<file path="config.mk">
export PLATFORM = sky130hd
export DESIGN_NAME = mips_decode_stage
export DESIGN_NICKNAME = d
export VERILOG_FILES = /design/src/rtl/mips_decode_pkg.sv /design/src/rtl/mips_decode_comb.sv /design/src/rtl/mips_decode_stage.sv
export SDC_FILE = /design/constraint.sdc
export NUM_CORES = 1
export LEC_CHECK = 0
export ABC_AREA = 1
export CAP_MARGIN = 15
export CELL_PAD_IN_SITES_DETAIL_PLACEMENT = 1
export CELL_PAD_IN_SITES_GLOBAL_PLACEMENT = 2
export CORE_MARGIN = 1.5
export CORE_UTILIZATION = 32
export CTS_BUF_LIST = sky130_fd_sc_hd__clkbuf_4 sky130_fd_sc_hd__clkbuf_8
export DETAILED_ROUTE_END_ITERATION = 6
export PLACE_DENSITY = 0.86
export SYNTH_ARGS = -nofsm -noshare
export SYNTH_HDL_FRONTEND = slang
export SYNTH_SLANG_ARGS = --single-unit
export TNS_END_PERCENT = 100
</file>
<file path="constraint.sdc">
create_clock -name clock -period 2.6 [get_ports clock]
set_clock_uncertainty 0.15 [all_clocks]
set_input_delay 0.78 -clock clock [delete_from_list [all_inputs] [get_ports clock]]
set_output_delay 0.78 -clock clock [all_outputs]
set_load 0.02 [all_outputs]
</file>
<file path="src/rtl/mips_decode_pkg.sv">
`default_nettype none
// ============================================================================
//  Module      : mips_decode_pkg
//  Description : Shared opcode/funct codes, ALU encodings, control bundle type
//                and FSM state type for the MIPS decode stage.
//  Revision    : 1.0 - initial release
// ============================================================================
package mips_decode_pkg;

    localparam logic [5:0] c_OP_RTYPE = 6'h00;
    localparam logic [5:0] c_OP_BEQ   = 6'h04;
    localparam logic [5:0] c_OP_BNE   = 6'h05;
    localparam logic [5:0] c_OP_ADDI  = 6'h08;
    localparam logic [5:0] c_OP_ANDI  = 6'h0c;
    localparam logic [5:0] c_OP_ORI   = 6'h0d;
    localparam logic [5:0] c_OP_XORI  = 6'h0e;
    localparam logic [5:0] c_OP_LUI   = 6'h0f;
    localparam logic [5:0] c_OP_LW    = 6'h23;
    localparam logic [5:0] c_OP_SW    = 6'h2b;

    localparam logic [5:0] c_FN_ADD   = 6'h20;
    localparam logic [5:0] c_FN_SUB   = 6'h22;
    localparam logic [5:0] c_FN_AND   = 6'h24;
    localparam logic [5:0] c_FN_OR    = 6'h25;
    localparam logic [5:0] c_FN_XOR   = 6'h26;
    localparam logic [5:0] c_FN_NOR   = 6'h27;
    localparam logic [5:0] c_FN_SLT   = 6'h2a;
    localparam logic [5:0] c_FN_SLTU  = 6'h2b;

    localparam logic [2:0] ALU_ADD = 3'b010;
    localparam logic [2:0] ALU_SUB = 3'b011;
    localparam logic [2:0] ALU_AND = 3'b100;
    localparam logic [2:0] ALU_OR  = 3'b101;
    localparam logic [2:0] ALU_NOR = 3'b110;
    localparam logic [2:0] ALU_XOR = 3'b111;

    localparam logic [1:0] c_SLT_NONE     = 2'b00;
    localparam logic [1:0] c_SLT_SIGNED   = 2'b01;
    localparam logic [1:0] c_SLT_UNSIGNED = 2'b10;

    typedef struct packed {
        logic [2:0] alu_op;
        logic       writeenable;
        logic       rd_src;
        logic       alu_src2;
        logic       mem_read;
        logic       mem_write;
        logic       branch;
        logic       branch_ne;
        logic [1:0] slt_op;
        logic       lui_op;
        logic       except;
    } ctrl_t;

    typedef enum logic [0:0] {
        RUN  = 1'b0,
        HALT = 1'b1
    } state_t;

endpackage
`default_nettype wire

</file>
<file path="src/rtl/mips_decode_comb.sv">
`default_nettype none
// ============================================================================
//  Module      : mips_decode_comb
//  Description : Combinational {opcode,funct} to control-bundle decoder.
//  Revision    : 1.0 - initial release
// ============================================================================
module mips_decode_comb
    import mips_decode_pkg::*;
#(
    parameter int EXT_OPS = 1
) (
    input  logic [5:0] opcode,
    input  logic [5:0] funct,
    output ctrl_t      ctrl
);

    localparam bit c_EXT = (EXT_OPS != 0);

    ctrl_t w_ctrl;
    logic  w_illegal;
    logic  w_ext_only;

    always_comb begin
        w_ctrl     = '0;
        w_illegal  = 1'b0;
        w_ext_only = 1'b0;
        case (opcode)
            c_OP_RTYPE: begin
                w_ctrl.writeenable = 1'b1;
                case (funct)
                    c_FN_ADD:  w_ctrl.alu_op = ALU_ADD;
                    c_FN_SUB:  w_ctrl.alu_op = ALU_SUB;
                    c_FN_AND:  w_ctrl.alu_op = ALU_AND;
                    c_FN_OR:   w_ctrl.alu_op = ALU_OR;
                    c_FN_XOR:  w_ctrl.alu_op = ALU_XOR;
                    c_FN_NOR:  w_ctrl.alu_op = ALU_NOR;
                    c_FN_SLT: begin
                        w_ctrl.alu_op = ALU_SUB;
                        w_ctrl.slt_op = c_SLT_SIGNED;
                        w_ext_only    = 1'b1;
                    end
                    c_FN_SLTU: begin
                        w_ctrl.alu_op = ALU_SUB;
                        w_ctrl.slt_op = c_SLT_UNSIGNED;
                        w_ext_only    = 1'b1;
                    end
                    default:   w_illegal = 1'b1;
                endcase
            end
            c_OP_ADDI, c_OP_ANDI, c_OP_ORI, c_OP_XORI: begin
                w_ctrl.writeenable = 1'b1;
                w_ctrl.rd_src      = 1'b1;
                w_ctrl.alu_src2    = 1'b1;
                case (opcode)
                    c_OP_ADDI: w_ctrl.alu_op = ALU_ADD;
                    c_OP_ANDI: w_ctrl.alu_op = ALU_AND;
                    c_OP_ORI:  w_ctrl.alu_op = ALU_OR;
                    default:   w_ctrl.alu_op = ALU_XOR;
                endcase
            end
            c_OP_LUI: begin
                w_ctrl.lui_op      = 1'b1;
                w_ctrl.rd_src      = 1'b1;
                w_ctrl.alu_src2    = 1'b1;
                w_ctrl.writeenable = 1'b1;
                w_ext_only         = 1'b1;
            end
            c_OP_LW: begin
                w_ctrl.alu_op      = ALU_ADD;
                w_ctrl.mem_read    = 1'b1;
                w_ctrl.rd_src      = 1'b1;
                w_ctrl.alu_src2    = 1'b1;
                w_ctrl.writeenable = 1'b1;
                w_ext_only         = 1'b1;
            end
            c_OP_SW: begin
                w_ctrl.alu_op    = ALU_ADD;
                w_ctrl.mem_write = 1'b1;
                w_ctrl.alu_src2  = 1'b1;
                w_ext_only       = 1'b1;
            end
            c_OP_BEQ, c_OP_BNE: begin
                w_ctrl.alu_op    = ALU_SUB;
                w_ctrl.branch    = 1'b1;
                w_ctrl.branch_ne = (opcode == c_OP_BNE);
                w_ext_only       = 1'b1;
            end
            default: w_illegal = 1'b1;
        endcase

        // Extended encodings fall back to an exception in the base instruction set
        if (w_illegal || (w_ext_only && !c_EXT)) begin
            w_ctrl        = '0;
            w_ctrl.except = 1'b1;
        end
    end

    assign ctrl = w_ctrl;

endmodule
`default_nettype wire

</file>
<file path="src/rtl/mips_decode_stage.sv">
`default_nettype none
// ============================================================================
//  Module      : mips_decode_stage
//  Description : Handshaked MIPS decode stage: decoder, output FIFO, sticky
//                exception flag/counter and optional halt-on-exception FSM.
//  Revision    : 1.0 - initial release
// ============================================================================
module mips_decode_stage
    import mips_decode_pkg::*;
#(
    parameter int DEPTH       = 2,
    parameter int EXT_OPS     = 1,
    parameter int EXC_CNT_W   = 8,
    parameter int HALT_ON_EXC = 0
) (
    input  logic                 clock,
    input  logic                 reset,
    input  logic                 in_valid,
    output logic                 in_ready,
    input  logic [5:0]           opcode,
    input  logic [5:0]           funct,
    output logic                 out_valid,
    input  logic                 out_ready,
    output logic [2:0]           alu_op,
    output logic                 writeenable,
    output logic                 rd_src,
    output logic                 alu_src2,
    output logic                 mem_read,
    output logic                 mem_write,
    output logic                 branch,
    output logic                 branch_ne,
    output logic [1:0]           slt_op,
    output logic                 lui_op,
    output logic                 except,
    output logic                 exc_flag,
    output logic [EXC_CNT_W-1:0] exc_count,
    input  logic                 exc_clear
);

    localparam int c_PTR_W = $clog2(DEPTH);
    localparam int c_OCC_W = $clog2(DEPTH + 1);

    ctrl_t                r_fifo [DEPTH];
    logic [c_PTR_W-1:0]   r_wr_ptr;
    logic [c_PTR_W-1:0]   r_rd_ptr;
    logic [c_OCC_W-1:0]   r_occ;
    logic                 r_armed;
    logic                 r_exc_flag;
    logic [EXC_CNT_W-1:0] r_exc_count;
    state_t               r_state;
    state_t               w_state_next;

    ctrl_t w_dec;
    ctrl_t w_head;
    logic  w_full;
    logic  w_empty;
    logic  w_push;
    logic  w_pop;
    logic  w_exc_accept;

    mips_decode_comb #(
        .EXT_OPS (EXT_OPS)
    ) u_decode (
        .opcode (opcode),
        .funct  (funct),
        .ctrl   (w_dec)
    );

    assign w_full       = (r_occ == c_OCC_W'(DEPTH));
    assign w_empty      = (r_occ == '0);
    // r_armed holds in_ready low until the first clock edge after reset releases
    assign in_ready     = r_armed && !w_full && (r_state == RUN);
    assign out_valid    = !w_empty;
    assign w_push       = in_valid && in_ready;
    assign w_pop        = out_valid && out_ready;
    assign w_exc_accept = w_push && w_dec.except;

    always_ff @(posedge clock) begin
        if (w_push) begin
            r_fifo[r_wr_ptr] <= w_dec;
        end
    end

    always_ff @(posedge clock or posedge reset) begin
        if (reset) begin
            r_wr_ptr <= '0;
            r_rd_ptr <= '0;
            r_occ    <= '0;
            r_armed  <= 1'b0;
        end else begin
            r_armed <= 1'b1;
            if (w_push) begin
                r_wr_ptr <= r_wr_ptr + 1'b1;
            end
            if (w_pop) begin
                r_rd_ptr <= r_rd_ptr + 1'b1;
            end
            case ({w_push, w_pop})
                2'b10:   r_occ <= r_occ + 1'b1;
                2'b01:   r_occ <= r_occ - 1'b1;
                default: r_occ <= r_occ;
            endcase
        end
    end

    // A clear in the same cycle as an excepting accept is applied first
    always_ff @(posedge clock or posedge reset) begin
        if (reset) begin
            r_exc_flag  <= 1'b0;
            r_exc_count <= '0;
        end else begin
            if (exc_clear) begin
                r_exc_flag  <= 1'b0;
                r_exc_count <= '0;
            end
            if (w_exc_accept) begin
                r_exc_flag <= 1'b1;
                if (exc_clear) begin
                    r_exc_count <= EXC_CNT_W'(1);
                end else if (!(&r_exc_count)) begin
                    r_exc_count <= r_exc_count + 1'b1;
                end
            end
        end
    end

    always_ff @(posedge clock or posedge reset) begin
        if (reset) begin
            r_state <= RUN;
        end else begin
            r_state <= w_state_next;
        end
    end

    always_comb begin
        w_state_next = r_state;
        case (r_state)
            RUN:     if ((HALT_ON_EXC != 0) && w_exc_accept) w_state_next = HALT;
            HALT:    if (exc_clear) w_state_next = RUN;
            default: w_state_next = RUN;
        endcase
    end

    assign w_head      = out_valid ? r_fifo[r_rd_ptr] : '0;
    assign alu_op      = w_head.alu_op;
    assign writeenable = w_head.writeenable;
    assign rd_src      = w_head.rd_src;
    assign alu_src2    = w_head.alu_src2;
    assign mem_read    = w_head.mem_read;
    assign mem_write   = w_head.mem_write;
    assign branch      = w_head.branch;
    assign branch_ne   = w_head.branch_ne;
    assign slt_op      = w_head.slt_op;
    assign lui_op      = w_head.lui_op;
    assign except      = w_head.except;
    assign exc_flag    = r_exc_flag;
    assign exc_count   = r_exc_count;

endmodule
`default_nettype wire
</file>
### Word level (Yosys, flattened, before mapping)

Memories as Yosys holds them, arrays and structs flattened.
Cells that the tools add are included.

* output and inout bits: 25
* bits in registers: 15
* input port bits: 17
* memories: 1
* RAM bits: 28
* logic and storage cells: 82

* eq/ne operators: 20
* reductions and logical operators: 21
* bitwise gates (word level): 1
* mux-type cells: 27
* $add $sub $neg: 5

Memory list
* r_fifo: depth 2, bits a word 14, rd ports 1, clocked after memory_dff 0, wr ports 1, RTL line mips_decode_stage.sv:43 `ctrl_t r_fifo [DEPTH];`

Operators with widths (number)
* $eq A6 B6 Y1 const B: 10
* $mux W8: 4
* $eq A6 B4 Y1 const B: 5
* $mux W14: 2
* $pmux W3 S6: 1
* $reduce_or A7 Y1: 2
* $mux W1: 13
* $eq A6 B3 Y1 const B: 2
* $pmux W3 S4: 1
* $pmux W3 S3: 1
* $reduce_or A9 Y1: 1
* $add A8 B1 Y8 const B: 1
* $pmux W2 S2: 2
* $reduce_and A8 Y1: 1
* $reduce_or A8 Y1: 1
* $logic_not A6 Y1: 1
* $reduce_or A6 Y1: 1
* $logic_and A1 B1 Y1: 5
* $eq A2 B2 Y1 const B: 2
* $mux W2: 2
* $reduce_bool A2 Y1: 2
* $reduce_or A2 Y1: 2
* $reduce_or A4 Y1: 1
* $reduce_or A3 Y1: 1
* other kinds (8): 10

### Depth between registers and ports, before layout

* depth after elaboration: 7
* gate-level depth with buffers: 9
* depth with buffers taken out: 9

### Cells and area by module

Synthesis repeated with hierarchy kept, for this count alone.

* cell total of the unflattened synthesis: 270
* area total of the unflattened synthesis: 2351.0 µm²

Modules (own cells, without submodules)
* mips_decode_stage: sequential area each 1216.2 µm², instances 1, cells each 179, area an instance 1919.3 µm²
* mips_decode_comb: sequential area each 0.0 µm², instances 1, cells each 91, area an instance 431.7 µm²

### Least setup slack after synthesis

No wires, ideal clock.

* path type: input -> register
* from: input in_valid
* to: memory r_fifo[1][0] (netlist name) (enable)
* path slack: 0.343 ns
* cell stages on the path: 4
* library setup time: 0.384 ns
* data required time: 2.066 ns
* arrival: 1.723 ns
* buffers on the path: 0
* cell sequence: inv_1 > nor2_8 > inv_2 > nor2_1

* word-level cells in the longest chain between the ends: 3

Ends and longest elaborated chain
* start: declaration: RTL line mips_decode_stage.sv:18 `input logic in_valid,`
* $logic_and A1 B1 Y1: RTL line mips_decode_stage.sv:74 `assign w_push = in_valid && in_ready;`
* $mux W1: RTL line mips_decode_stage.sv:79 `if (w_push) begin`
* $mux W1 (implied by the code): RTL line mips_decode_stage.sv:80 `r_fifo[r_wr_ptr] <= w_dec;`
* end: declaration: RTL line mips_decode_stage.sv:43

Every way passes these cells.

### Worst setup path in the final report

* from: register r_occ[0]
* to: output alu_op[1]

* word-level cells in the longest chain between the ends: 2

Ends and longest elaborated chain
* start: declaration: RTL line mips_decode_stage.sv:46 `logic [c_OCC_W-1:0] r_occ;`
* start signal: assignment: RTL line mips_decode_stage.sv:99 `2'b10: r_occ <= r_occ + 1'b1;`
* start signal: assignment: RTL line mips_decode_stage.sv:100 `2'b01: r_occ <= r_occ - 1'b1;`
* start signal: assignment: RTL line mips_decode_stage.sv:101 `default: r_occ <= r_occ;`
* $logic_not A2 Y1: RTL line mips_decode_stage.sv:70 `assign w_empty = (r_occ == '0);`
* $mux W14: RTL line mips_decode_stage.sv:144 `assign w_head = out_valid ? r_fifo[r_rd_ptr] : '0;`
* end: declaration: RTL line mips_decode_stage.sv:24 `output logic [2:0] alu_op,`

Every way passes these cells.

==> run metrics <==
Clk Latency, worst-skew pair=290 ps; Critical Path Sink Type=primary output; WP data arrival=1520 ps; fraction of layout cells with a size suffix above 1=10.78%; final cell count without fillers=433; IO buf count=41; initial DRC count=54; Final Cycle Share=94.41%; hold worst-path end=exc_flag$_DFFE_PP0P_; CTS buffer count=5; Area Overhead vs Synth=30.46%; Synth top area share=35.73%; nets=352; slew margin rel.=57.54%; drt pass-1 iters=6; data required time of the worst path=1670 ps; hold path cells=2; reg2reg end=r_occ[1]$_DFFE_PP0P_; cells on worst reg2reg path=7; PD cells=803.7 mW/mm2; max-slew violation count=0; Placer Congestion=0.7733; GRT Util Overall=15.69%; fin crit period=2455 ps; row count=31; XOR/XNOR share of the synthesized area=1.861%; R2R Setup Slk=750 ps; first-pass GRT wire length=9.473 mm; Placed Instances=425; DR top layer=met4; YS warnings=0; DRC Markers=0; commonest non-fill, non-tap cells in the layout=nand2_1, nor2_1, inv_1, edfxtp_1, clkdlybuf4s50_1; M1 wire length=2.714 mm; syn nets=300; Worst R2R Start=r_occ[0]$_DFFE_PP0P_; CTS clk-pin slew, worst paths=90 ps; initial antenna violation count=0; number of global-route vias before repair=1993; Leakage=0.001418 uW; drt via density=4.564; Mean Syn Cell Area=8.375 um2; core outline area=0.007176 mm2; Syn Inst Count=281; CTS max path bufs=2; kind of critical path=reg2out; WL met2=2.695 mm; I/O pin cnt=42; initial core utilization=32.80%; htree depth=2; worst-margin pin slew=636.2 ps; Synth area leader=edfxtp_1; post-DP HPWL=4.326 mm; height of the die=88.76 um; Post-CTS Setup Repair Bufs=0; Die W=88.76 um; final antenna-violating net count=0; max_cap viols=0; Congestion Overflow GR=0; Worst Setup SP=r_occ[0]$_DFFE_PP0P_; post-synthesis sequential area ratio=51.67%; WL met3=155 um; clk sinks=43; Synth cell types=26; # fillers=847; setup TNS=0 ps; fraction of synthesized area in multiplexers=0%; Routed WL=5.653 mm; Compound-Gate Fraction of Synth Area=6.220%; pin count of the biggest net entering global routing=16; Synth area leaders=edfxtp_1, dfrtp_1, nand2_1; Worst Setup Start Kind=flop; commonest non-fill, non-tap cell in the layout=nand2_1; via count=1976; Wirelength per Cell=13.06 um; RSZ-0062 raised after global routing=no; VDD IR max=0.2100 mV; antenna cells=0; Synth Area in Adders=1.063%; Final Setup Violations=0; clock root cell=clkbuf_8; CTS tree=done; #FFs+latches synth=43; status=completed; min-delay src=exc_flag$_DFFE_PP0P_; Post-Syn Area=0.002354 mm2; f_max=407.4 MHz; main combinational cell family by area after synthesis=simple AND/OR/NAND/NOR gates; Crit Path Max Fanout=7; Final Hold Violating Endpoints=0; die area=0.007878 mm2; Hold-fix buffers, CTS=0; Hold Path Class=reg2reg; Simple-Gate Fraction of Synth Area=31.74%
-- per-layer routing --
metal  track usage (%)  vias up
met3             2.332        9
met4             5.114        0
met1             20.96      929
met2             26.17       31
met5                 0        -
li1                  -     1007
-- timing repair --
item                                    4_1_cts  5_1_grt
endpoints found under the setup margin       15        1
resized for setup                            15        1
hold endpoints to repair                      0        0
pin swaps                                     0        0
-- cell type report --
cell class                 instances  area, um2  share of cell area (%)
clock buffer                       5      68.82                   2.241
clock inverter                     3      67.56                   2.200
inverter                          39      146.4                   4.768
multi-input combinational        193      965.9                   31.46
sequential                        43       1216                   39.61
tap                               99      123.9                   4.034
timing repair buffer              51      481.7                   15.69
-- critical path: stages, from the launching register on --
cell           delay (ps)
dfrtp_1               430
nor2_1                100
buf_4                 170
a21oi_1               170
dlygate4sd2_1         360
-- kinds of logic after synthesis --
logic type | count (synthesis)
xor+xnor | 5
fa+ha+maj | 2
flops | 43
compound gates | 28
other cells | 1
simple gates | 157
buf+inv | 45
-- per-stage QoR --
| step | total power [uW] | setup slack, ps | hold WS, ps | cell area (um2) | util [%] |
|---|---|---|---|---|---|
| after floorplan | 1471 | 342.6 | 305.2 | 2354 | - |
| after global placement | 1962 | 120.5 | 316.4 | 2950 | 41.12 |
| after detailed placement | 1986 | 91.73 | 327.8 | 2950 | 41.12 |
| after CTS | 2502 | 2.029 | 351.5 | 3068 | 42.75 |
| after global routing | 2616 | 48.00 | 370.6 | 3070 | 42.79 |
| final | 2468 | 145.3 | 344.0 | 3070 | 42.79 |
-- flip-flops by register name, indices dropped and copies added (netlist names) --
register and cells:
exc_count 8, exc_flag 1, r_armed 1, r_fifo 28, r_occ 2, r_rd_ptr 1
r_state 1, r_wr_ptr 1
-- Yosys cell counts --
master and number:
nand2_1 78, nor2_1 35, inv_1 34, edfxtp_1 28, nand3_1 24, a21oi_1 19, dfrtp_1 15, inv_2 5
nand4_1 5, o21ai_0 5, clkbuf_1 4, nand2_2 4, a31oi_1 3, nor2_8 3, xnor2_1 3, buf_2 2
ha_1 2, nand3_2 2, nor3_1 2, xor2_1 2, conb_1 1, nand3_4 1, nand4_4 1, nor2_2 1
nor2_4 1, o31ai_1 1
-- where the power goes --
group	switching, uW	internal, uW
sequential	56.1	832
clock	227	383
combinational	592	378
total	875	1590
-- worst max-delay path by stage --
stage               cells past startpoint  slack [ps]                      to
global placement                        7         120  r_fifo[0][0]$_DFFE_PP_
global route                            5          50               alu_op[0]
floorplan                               4         340  r_fifo[1][0]$_DFFE_PP_
CTS                                     5           2                in_ready
finish                                  4         150               alu_op[1]
detailed placement                      8          90  r_fifo[1][0]$_DFFE_PP_
(Power assumes the default switching activity.)
